[config.mk]
export PLATFORM = sky130hd
export DESIGN_NAME = stc_frame_tracker
export DESIGN_NICKNAME = d
export VERILOG_FILES = /design/src/rtl/stc_frame_tracker_pkg.sv /design/src/rtl/stc_frame_tracker_mod_counter.sv /design/src/rtl/stc_frame_tracker.sv
export SDC_FILE = /design/constraint.sdc
export NUM_CORES = 1
export LEC_CHECK = 0
export ABC_AREA = 1
export CAP_MARGIN = 20
export CORE_ASPECT_RATIO = 0.5
export CORE_MARGIN = 1
export CORE_UTILIZATION = 45
export DETAILED_ROUTE_END_ITERATION = 10
export RECOVER_POWER = 100
export REMOVE_ABC_BUFFERS = 1
export SLEW_MARGIN = 40
export SYNTH_ARGS = -nofsm -noshare
export SYNTH_HDL_FRONTEND = slang
export SYNTH_HIERARCHICAL = 1
export SYNTH_SLANG_ARGS = --single-unit
[constraint.sdc]
create_clock -name clk -period 3 [get_ports clk]
set_input_delay 0.6 -clock clk [delete_from_list [all_inputs] [get_ports clk]]
set_output_delay 0.6 -clock clk [all_outputs]
set_load 0.01 [all_outputs]
[src/rtl/stc_frame_tracker_pkg.sv]
// rtl/stc_frame_tracker_pkg.sv - shared STC frame constants, state encoding and index helper
package stc_frame_tracker_pkg;

  typedef enum logic [1:0] {
    SEARCH = 2'd0,
    VERIFY = 2'd1,
    LOCKED = 2'd2
  } state_t;

  localparam int STC_FRAME_SAMPLES = 13312;
  localparam int STC_PILOT_SAMPLES = 512;

  // Next sample index with wrap from n-1 back to 0
  function automatic int wrap_inc(input int idx, input int n);
    return (idx == n - 1) ? 0 : idx + 1;
  endfunction

endpackage

[src/rtl/stc_frame_tracker_mod_counter.sv]
// rtl/stc_frame_tracker_mod_counter.sv - modulo-N counter with load-to-zero and enable
module stc_mod_counter
  import stc_frame_tracker_pkg::*;
#(
  parameter int N = STC_FRAME_SAMPLES,
  parameter int W = 15
) (
  input  logic         clk,
  input  logic         reset,
  input  logic         en,
  input  logic         clr,
  output logic [W-1:0] count
);

  // Count modulo N; a clear wins over an advance in the same clock
  always_ff @(posedge clk or negedge reset) begin
    if (!reset) begin
      count <= '0;
    end else if (clr) begin
      count <= '0;
    end else if (en) begin
      count <= W'(wrap_inc(int'(count), N));
    end
  end

endmodule

[src/rtl/stc_frame_tracker.sv]
// rtl/stc_frame_tracker.sv - STC frame acquisition, flywheel tracking and frame control outputs
module stc_frame_tracker
  import stc_frame_tracker_pkg::*;
#(
  parameter int FRAME_SAMPLES = STC_FRAME_SAMPLES,
  parameter int PILOT_SAMPLES = STC_PILOT_SAMPLES,
  parameter int WINDOW        = 4,
  parameter int MAX_MISSES    = 3,
  parameter int CNT_W         = 15
) (
  input  logic        clk,
  input  logic        reset,
  input  logic        clkEn,
  input  logic        validIn,
  input  logic        pilotFound,
  output logic        startOfFrame,
  output logic        validOut,
  output logic        lastSampleReset,
  output logic        locked,
  output logic [1:0]  missCount,
  output logic [15:0] frameCount
);

  localparam logic [CNT_W-1:0] WIN_HI    = CNT_W'(FRAME_SAMPLES - WINDOW);
  localparam logic [CNT_W-1:0] WIN_LO    = CNT_W'(WINDOW);
  localparam logic [CNT_W-1:0] CLOSE_IDX = CNT_W'(WINDOW + 1);
  localparam logic [CNT_W-1:0] PILOT_END = CNT_W'(PILOT_SAMPLES);
  localparam logic [1:0]       MISS_LAST = 2'(MAX_MISSES - 1);

  state_t           state, state_n;
  logic             strobe;
  logic [CNT_W-1:0] last_idx;
  logic [CNT_W-1:0] cur_idx;
  logic [CNT_W-1:0] eff_idx;
  logic             in_win, at_close;
  logic             win_acc, win_acc_n;
  logic             accept;
  logic             sof_n, lsr_n, vout_n;
  logic [1:0]       miss_n;

  assign strobe = clkEn & validIn;

  // last_idx holds the index given to the previous strobe; an accepted pilot pins it to 0
  stc_mod_counter #(
    .N(FRAME_SAMPLES),
    .W(CNT_W)
  ) u_idx (
    .clk  (clk),
    .reset(reset),
    .en   (strobe),
    .clr  (accept),
    .count(last_idx)
  );

  assign cur_idx  = CNT_W'(wrap_inc(int'(last_idx), FRAME_SAMPLES));
  assign in_win   = (cur_idx >= WIN_HI) || (cur_idx <= WIN_LO);
  assign at_close = (cur_idx == CLOSE_IDX);
  assign eff_idx  = accept ? '0 : cur_idx;
  assign locked   = (state == LOCKED);

  // Next-state and output decode for the acquisition/tracking FSM, evaluated per strobe
  always_comb begin
    state_n   = state;
    win_acc_n = win_acc;
    miss_n    = missCount;
    accept    = 1'b0;
    sof_n     = 1'b0;
    lsr_n     = 1'b0;
    if (strobe) begin
      case (state)
        SEARCH: begin
          if (pilotFound) begin
            accept    = 1'b1;
            win_acc_n = 1'b1;
            state_n   = VERIFY;
          end
        end
        VERIFY: begin
          if (pilotFound && in_win && !win_acc) begin
            accept    = 1'b1;
            win_acc_n = 1'b1;
            miss_n    = 2'd0;
            sof_n     = 1'b1;
            state_n   = LOCKED;
          end else if (at_close) begin
            win_acc_n = 1'b0;
            if (!win_acc) state_n = SEARCH;
          end
        end
        LOCKED: begin
          if (pilotFound && in_win && !win_acc) begin
            accept    = 1'b1;
            win_acc_n = 1'b1;
            miss_n    = 2'd0;
            sof_n     = 1'b1;
          end else if (at_close) begin
            win_acc_n = 1'b0;
            if (!win_acc) begin
              if (missCount == MISS_LAST) begin
                state_n = SEARCH;
                lsr_n   = 1'b1;
                miss_n  = 2'd0;
              end else begin
                miss_n = missCount + 2'd1;
                sof_n  = 1'b1;
              end
            end
          end
        end
        default: state_n = SEARCH;
      endcase
    end
    vout_n = strobe && (state_n == LOCKED) && (eff_idx >= PILOT_END);
  end

  // State and registered outputs; everything holds while clkEn is low
  always_ff @(posedge clk or negedge reset) begin
    if (!reset) begin
      state           <= SEARCH;
      win_acc         <= 1'b0;
      missCount       <= 2'd0;
      startOfFrame    <= 1'b0;
      lastSampleReset <= 1'b0;
      validOut        <= 1'b0;
      frameCount      <= 16'd0;
    end else if (clkEn) begin
      state           <= state_n;
      win_acc         <= win_acc_n;
      missCount       <= miss_n;
      startOfFrame    <= sof_n;
      lastSampleReset <= lsr_n;
      validOut        <= vout_n;
      if (sof_n) frameCount <= frameCount + 16'd1;
    end
  end

endmodule

==> reports/metrics.csv, run 1 <==
metric,value,unit
met2_usage,39.1,%
synth_cells,456,
ys_types,36,
ys.flop_type,dfrtp_1,
synth.most_common_cell,nand2_1,
syn-mean-instance-area,6.91,um2
critPathRequiredTime,3.17,ns
cp_max_fo,16,
failed_checks,"DRC, capacitance limit, slew limit",
yosys-top-cells-area,"dfrtp_1 (31%), nand2_1 (15%), nand3_1 (7.8%), nor2_1 (6.3%), inv_1 (6.1%)",
leakage,1.79,nW
grtUsageTotal,22.3,%
wl_per_cell,12.8,um
setup_violations,0,
cts_root_buf,clkbuf_16,
rsz0062_at_grt,no,
ir_drop,0.276,mV
power_frac_clock,33.8,%
drv_cap,1,
slew_headroom,-50.4,%
critical_path_class,reg2reg,
synth.top_cells.by_count,"nand2_1 (128), nor2_1 (53), inv_1 (51)",
fin_tns_setup,0,ns
met1_usage,28.2,%
num_vias,2943,
holdBufCountCts,0,
p_int,1.32,mW
top_usage_layer,met2,
dieArea,7360,um2
syn2layout_area_growth,18.0,%
ys_ff_latch,39,
post_cts.resized_instances,0,
drc,2,
cellPowerDensity,553,nW/um2
grt_pass1_vias,2748,
dr.first_iter.drc_count,150,
clk_pin_slew,0.06,ns
skew,0.00796,ns
n_antenna_cell,0,
p_sw,736,uW
netlist_area,3150,um2
die_x,120,um
hp-class,reg2reg,
ys_seq_area_share,31.0,%
cts_tree,built,
timing.rr.start,u_idx/count[0]$_DFFE_PN0P_,
clkLatencyLatePin,0.29,ns
grt_first_pass_wirelength,12600,um
ys.warnings.count,6,
min_from,validOut$_DFFE_PN0P_,
synth_top_area_cell,dfrtp_1,
power_frac_seq,32.6,%
rows,21,
ant_nets,0,
synth_top_area_share,31.0,%
power,2.05,mW
synth_async_sr_flop_share,100,%
fillerInstances,669,
combPwrFrac,33.7,%
drive_gt1_share,11.1,%
cp-start-kind,register,
die_height,61.2,um
min_period,2.64,ns
antenna_found_initial,0,
cts.sinks,39,
overflow,0,
crit_start,u_idx/count[0]$_DFFE_PN0P_,
finalCritPeriodShare,87.9,%
nNetsFinal,508,
grtUsageMet3,5.37,%
place_congestion,0.834,
vias_per_cell,5.01,
status,"finished, violations left",
start_util,46.8,%
routed_wirelength,7550,um
drv_slew,40,
cp_data_arrival_time,2.81,ns
postCtsSetupRepairBufs,0,
cts_buffers,5,
cts_buffer_depth,2,
port_buffers,26,
hpwl,5690,um
io_pins,27,
critPathCaptureType,register,
dr.pass1.iters,7,
switching_share,35.8,%
grt_max_degree,40,
core-area,6730,um2
worstMarginPinSlew,2.26,ns
hold_viol,0,
h-tree-depth,2,
fmax,0.379,GHz
synth_edf_count,0,
stage by stage:
stage | hold slack, ns | setup slack [ns] | std cells | utilization (%) | cell area [um2]
finish | 0.483 | 0.362 | 588 | 55.2 | 3720
global route | 0.513 | 0.0168 | 588 | 55.2 | 3720
CTS | 0.307 | 0.332 | 588 | 55.9 | 3760
detailed placement | 0.475 | 0.363 | 580 | 53.1 | 3570
global placement | 0.471 | 0.438 | 580 | 53.1 | 3570
floorplan | 0.304 | 0.183 | 452 | - | 3110
sequential cells by signal, summed over array words and instances (netlist names):
name and cells:
lastSampleReset 1, validOut 1, missCount 2, u_idx/count 15, state 2, win_acc 1, frameCount 16, startOfFrame 1
cell type report:
class                      instances  area (um2)  share of cell area [%]
inverter                          60         231                    6.23
multi-input combinational        353        1860                    50.1
timing repair buffer              36         342                    9.19
clock buffer                       6         129                    3.47
tap                               92         115                    3.10
clock inverter                     2        60.1                    1.62
sequential                        39         977                    26.3
power groups by stage:
stage / clock [mW] / combinational, mW / sequential, mW
6_report: 0.693 / 0.691 / 0.669
3_3_place_gp: 0 / 0.714 / 0.676
4_1_cts: 0.705 / 0.718 / 0.668
3_5_place_dp: 0 / 0.712 / 0.677
2_1_floorplan: 0 / 0.502 / 0.673
5_1_grt: 0.727 / 0.794 / 0.682
cell usage in the layout, fill, tap and decap left out, types with 5 or more instances in the layout:
master	netlist	routed
a21oi_1	8	8
buf_4	0	9
clkbuf_16	0	5
dfrtp_1	39	38
dlygate4sd3_1	0	22
ha_1	8	8
inv_1	51	52
nand2_1	128	131
nand2_2	8	6
nand3_1	49	52
nand3_2	10	7
nand4_1	15	15
nor2_1	53	56
nor2_2	8	5
nor2_4	5	5
nor3_1	6	6
o21ai_0	9	12
o21bai_1	7	7
xnor2_1	8	8
xor2_1	10	10
critical path, stage by stage (launching register included):
cell and delay [ns]:
dfrtp_1 0.35, ha_1 0.20, nand2_1 0.11, nor2_4 0.18
nand2_4 0.08, clkinv_4 0.07, nand3_1 0.08, nand3_2 0.10
nand2_1 0.07, clkinv_1 0.06, nand2_1 0.05, nand2_1 0.07
nand3_2 0.08, nand2_1 0.30, clkinv_1 0.14, nand2_1 0.09
nand2_2 0.10, nand2_4 0.18, nor2_1 0.08, xor2_1 0.14
final timing paths:
kind / to / slack (ns) / cells after the start
setup / recovery: frameCount[7]$_DFFE_PN0P_ / 0.36 / 19
hold / removal: validOut$_DFFE_PN0P_ / 0.48 / 2
setup reg to reg: frameCount[7]$_DFFE_PN0P_ / 0.36 / 19
hold reg to reg: validOut$_DFFE_PN0P_ / 0.48 / 2
max in group asynchronous: u_idx/count[2]$_DFFE_PN0P_ / 0.55 / 1
min in group asynchronous: frameCount[5]$_DFFE_PN0P_ / 0.98 / 1
routing by layer:
metal	share of wire [%]	routed length [um]
met5	0	0
met1	49	3680
met3	4.1	313
met2	46	3480
met4	1.1	80
cell families (layout without fill, tap and decap cells):
kind of cell	after synthesis	after routing	synth area share [%]
buf+inv	64	104	8.58
fa+ha+maj	8	8	3.18
xor+xnor	18	18	5.00
compound gates	35	35	7.35
flops	39	39	31.0
simple gates	292	292	44.9
Power figures use the tool's default switching activity.
==> run 2: changes to the inputs <==
==> constraint.sdc (replaced) <==
create_clock -name clk -period 3 [get_ports clk]
set_input_delay 0.45 -clock clk [delete_from_list [all_inputs] [get_ports clk]]
set_output_delay 0.45 -clock clk [all_outputs]
set_load 0.01 [all_outputs]
==> results of run 2 <==
Same layout as run 1 (identical final DEF). Status: finished, violations left: DRC, capacitance limit, slew limit.
==> run 3: changes to the inputs <==
- PLACE_DENSITY: default -> 0.66
- SYNTH_HIERARCHICAL: 1 -> default
==> run 3 against run 2 <==
  * The flow finishes with violations (capacitance limit, slew limit)
  * Setup slack worse by 0.030 ns
  * Power up 1.4%
  * Fmax down 1.1%
  * Worst hold slack worse by 0.0010 ns
  * Design area down 17%
  * Largest cell class unchanged
  * Largest power group is now sequential cells
==> reports/metrics.csv, run 3 <==
metric,value,unit,change
cp_max_fo,12,,-4
ys_ff_latch,39,,unchanged
ant_nets,0,,unchanged
yosys-top-cells-area,"dfrtp_1 (38%), nand2_1 (14%), nand3_1 (8.1%), inv_1 (6.8%), nor2_1 (6.3%)",,
num_vias,2409,,-18%
rsz0062_at_grt,no,,
post-route-cell-area,3090,um2,-17%
cts_tree,built,,
cts_buffer_depth,2,,unchanged
nNetsFinal,405,,-20%
cts_root_buf,clkbuf_16,,
dr.first_iter.drc_count,120,,-20%
start_util,46.8,%,about the same
path_depth,17,,-2
dieArea,6060,um2,-18%
cp_data_arrival_time,2.83,ns,+0.02 ns
mostFrequentLayoutCell,nand2_1,,
fmax,0.375,GHz,-1.1%
crit_start,u_idx.count[0]$_DFFE_PN0P_,,
antenna_found_initial,0,,unchanged
top_regs,"frameCount (16), u_idx.count (15)",,
drv_slew,40,,unchanged
cpPeakStageDelay,0.44,ns,+0.09 ns
ys.flop_type,dfrtp_1,,
finalCritPeriodShare,88.9,%,+1.0 points
fin_tns_setup,0,ns,unchanged
ys.warnings.count,0,,-6
holdBufCountCts,0,,unchanged
ff2ff_path_depth,17,,-2
dr.pass1.iters,4,,-3
die_x,109,um,-9.3%
place_area,2920,um2,-18%
grt_pass1_vias,2438,,-11%
syn-mean-instance-area,7.13,um2,+3.3%
hpwl,4450,um,-22%
critPathRequiredTime,3.16,ns,about the same
synth_top_area_share,37.8,%,+6.8 points
setup_violations,0,,unchanged
routed_wirelength,5970,um,-21%
synth_edf_count,0,,unchanged
ys_types,30,,-17%
min_path_cells,2,,unchanged
critPathTopFamily,simple AND/OR/NAND/NOR gates,,
drive_gt1_share,7.85,%,-3.2 points
failed_checks,"capacitance limit, slew limit",,
crit_top_cell,nand2_1,,
postCtsSetupRepairBufs,0,,unchanged
cts_buffers,5,,unchanged
regMostFlops,frameCount,,
grt_max_degree,40,,unchanged
critPathCaptureType,register,,
rows,19,,-9.5%
ys_seq_area_share,37.8,%,+6.8 points
synth.most_common_cell,nand2_1,,
most-common-layout-cells,"nand2_1 (95), inv_1 (48), nand3_1 (43), nor2_1 (43), dfrtp_1 (39)",,
min_from,validOut$_DFFE_PN0P_,,
timing.rr.start,u_idx.count[0]$_DFFE_PN0P_,,
overflow,0,,unchanged
h-tree-depth,2,,unchanged
cp-start-kind,register,,
syn2layout_area_growth,19.7,%,
grt_first_pass_wirelength,10700,um,-15%
wl_per_cell,12.7,um,-0.76%
hp-class,reg2reg,,
critical_path_class,reg2reg,,
leakage,1.49,nW,-17%
largest_register_ffs,16,,unchanged
synth_top_area_cell,dfrtp_1,,
cellPowerDensity,674,nW/um2,+22%
synth_async_sr_flop_share,100,%,unchanged
io_pins,27,,unchanged
cts.sinks,39,,unchanged
vias_per_cell,5.15,,+2.8%
whs,0.482,ns,-0.00105 ns
skew,0.00440,ns,-0.00356 ns
post_cts.resized_instances,0,,unchanged
place_congestion,0.847,,+1.5%
synth_cells,362,,-21%
drc,0,,-2
clk_pin_slew,0.06,ns,about the same
post-route-util,56.0,%,+0.79 points
ir_drop,0.251,mV,-9.4%
slew_headroom,-39.3,%,+11 points
placed_cells,460,,-21%
clkLatencyLatePin,0.28,ns,about the same
drv_cap,1,,unchanged
cp_cell_sequence,ha_1 -> nand3_2 -> inv_1 -> nand2_2 -> nor2_2 -> nor2_1 -> nand2_1 -> nor2_1 -> nand3_1 -> nand2_1 -> nand2_1 -> nand2_1 -> nand2_2 -> a21boi_4 -> buf_4 -> nand3_1 -> xor2_1,,
status,"finished, violations left",,
port_buffers,26,,unchanged
min_period,2.67,ns,+0.0300 ns
n_antenna_cell,0,,unchanged
synth.top_cells.by_count,"nand2_1 (93), inv_1 (47), nor2_1 (43)",,
core-area,5520,um2,-18%
crit_slowest_cell,dfrtp_1,,
die_height,55.6,um,-9.2%
stdcell_count,468,,-20%
crit_buf_inv,2,,-1
grtUsageTotal,22.1,%,-0.17 points
hold_viol,0,,unchanged
netlist_area,2580,um2,-18%
worstMarginPinSlew,2.09,ns,-0.166 ns
-- run 3: stage by stage --
step / total power, mW / setup WS, ns
floorplan: 1.21 / 0.535
global placement: 1.39 / 0.497
detailed placement: 1.41 / 0.390
CTS: 2.11 / 0.390
global route: 2.22 / 0.0509
finish: 2.08 / 0.332
-- run 3: worst paths after layout --
kind | slack (ns) | end
max | 0.33 | frameCount[6]$_DFFE_PN0P_
min | 0.48 | validOut$_DFFE_PN0P_
max reg2reg | 0.33 | frameCount[6]$_DFFE_PN0P_
min reg2reg | 0.48 | validOut$_DFFE_PN0P_
max in group asynchronous | 1.03 | missCount[1]$_DFFE_PN0P_
min in group asynchronous | 0.77 | u_idx.count[7]$_DFFE_PN0P_
-- run 3: kinds of logic after synthesis --
family | count (synthesis) | synth area share, %
AO/OA/AOI/OAI | 33 | 8.04
XOR/XNOR | 16 | 5.43
adder cells (fa/ha/maj) | 6 | 2.91
buffers and inverters | 56 | 8.77
flip-flops | 39 | 37.8
AND/OR/NAND/NOR | 212 | 37.1
-- run 3: worst reg2reg max path: stages (launching register included) --
cell and delay, ns:
dfrtp_1 0.44, ha_1 0.26, nand3_2 0.13, inv_1 0.10
nand2_2 0.10, nor2_2 0.05, nor2_1 0.18, nand2_1 0.09
nor2_1 0.09, nand3_1 0.08, nand2_1 0.08, nand2_1 0.06
nand2_1 0.13, nand2_2 0.12, a21boi_4 0.18, buf_4 0.21
nand3_1 0.10, xor2_1 0.15
-- run 3: area by class of cell --
type / instances / area, um2
Clock buffer: 5 / 125
Timing Repair Buffer: 29 / 277
Inverter: 52 / 195
Multi-Input combinational cell: 267 / 1360
Tap cell: 73 / 91.3
Sequential cell: 39 / 976
Clock inverter: 3 / 67.6
Fill cell: 534 / 2420
-- run 3: report_power, final --
part | internal [mW] | total [mW] | switching, mW
registers | 0.621 | 0.729 | 0.108
clock network | 0.476 | 0.692 | 0.215
logic | 0.241 | 0.661 | 0.420
-- run 3: routing by layer --
layer	track usage [%]	routed length, um	share of wire (%)
met1	29.0	2810	47
met5	0	0	0
met4	6.95	48	0.80
met3	3.90	224	3.8
met2	37.1	2890	48
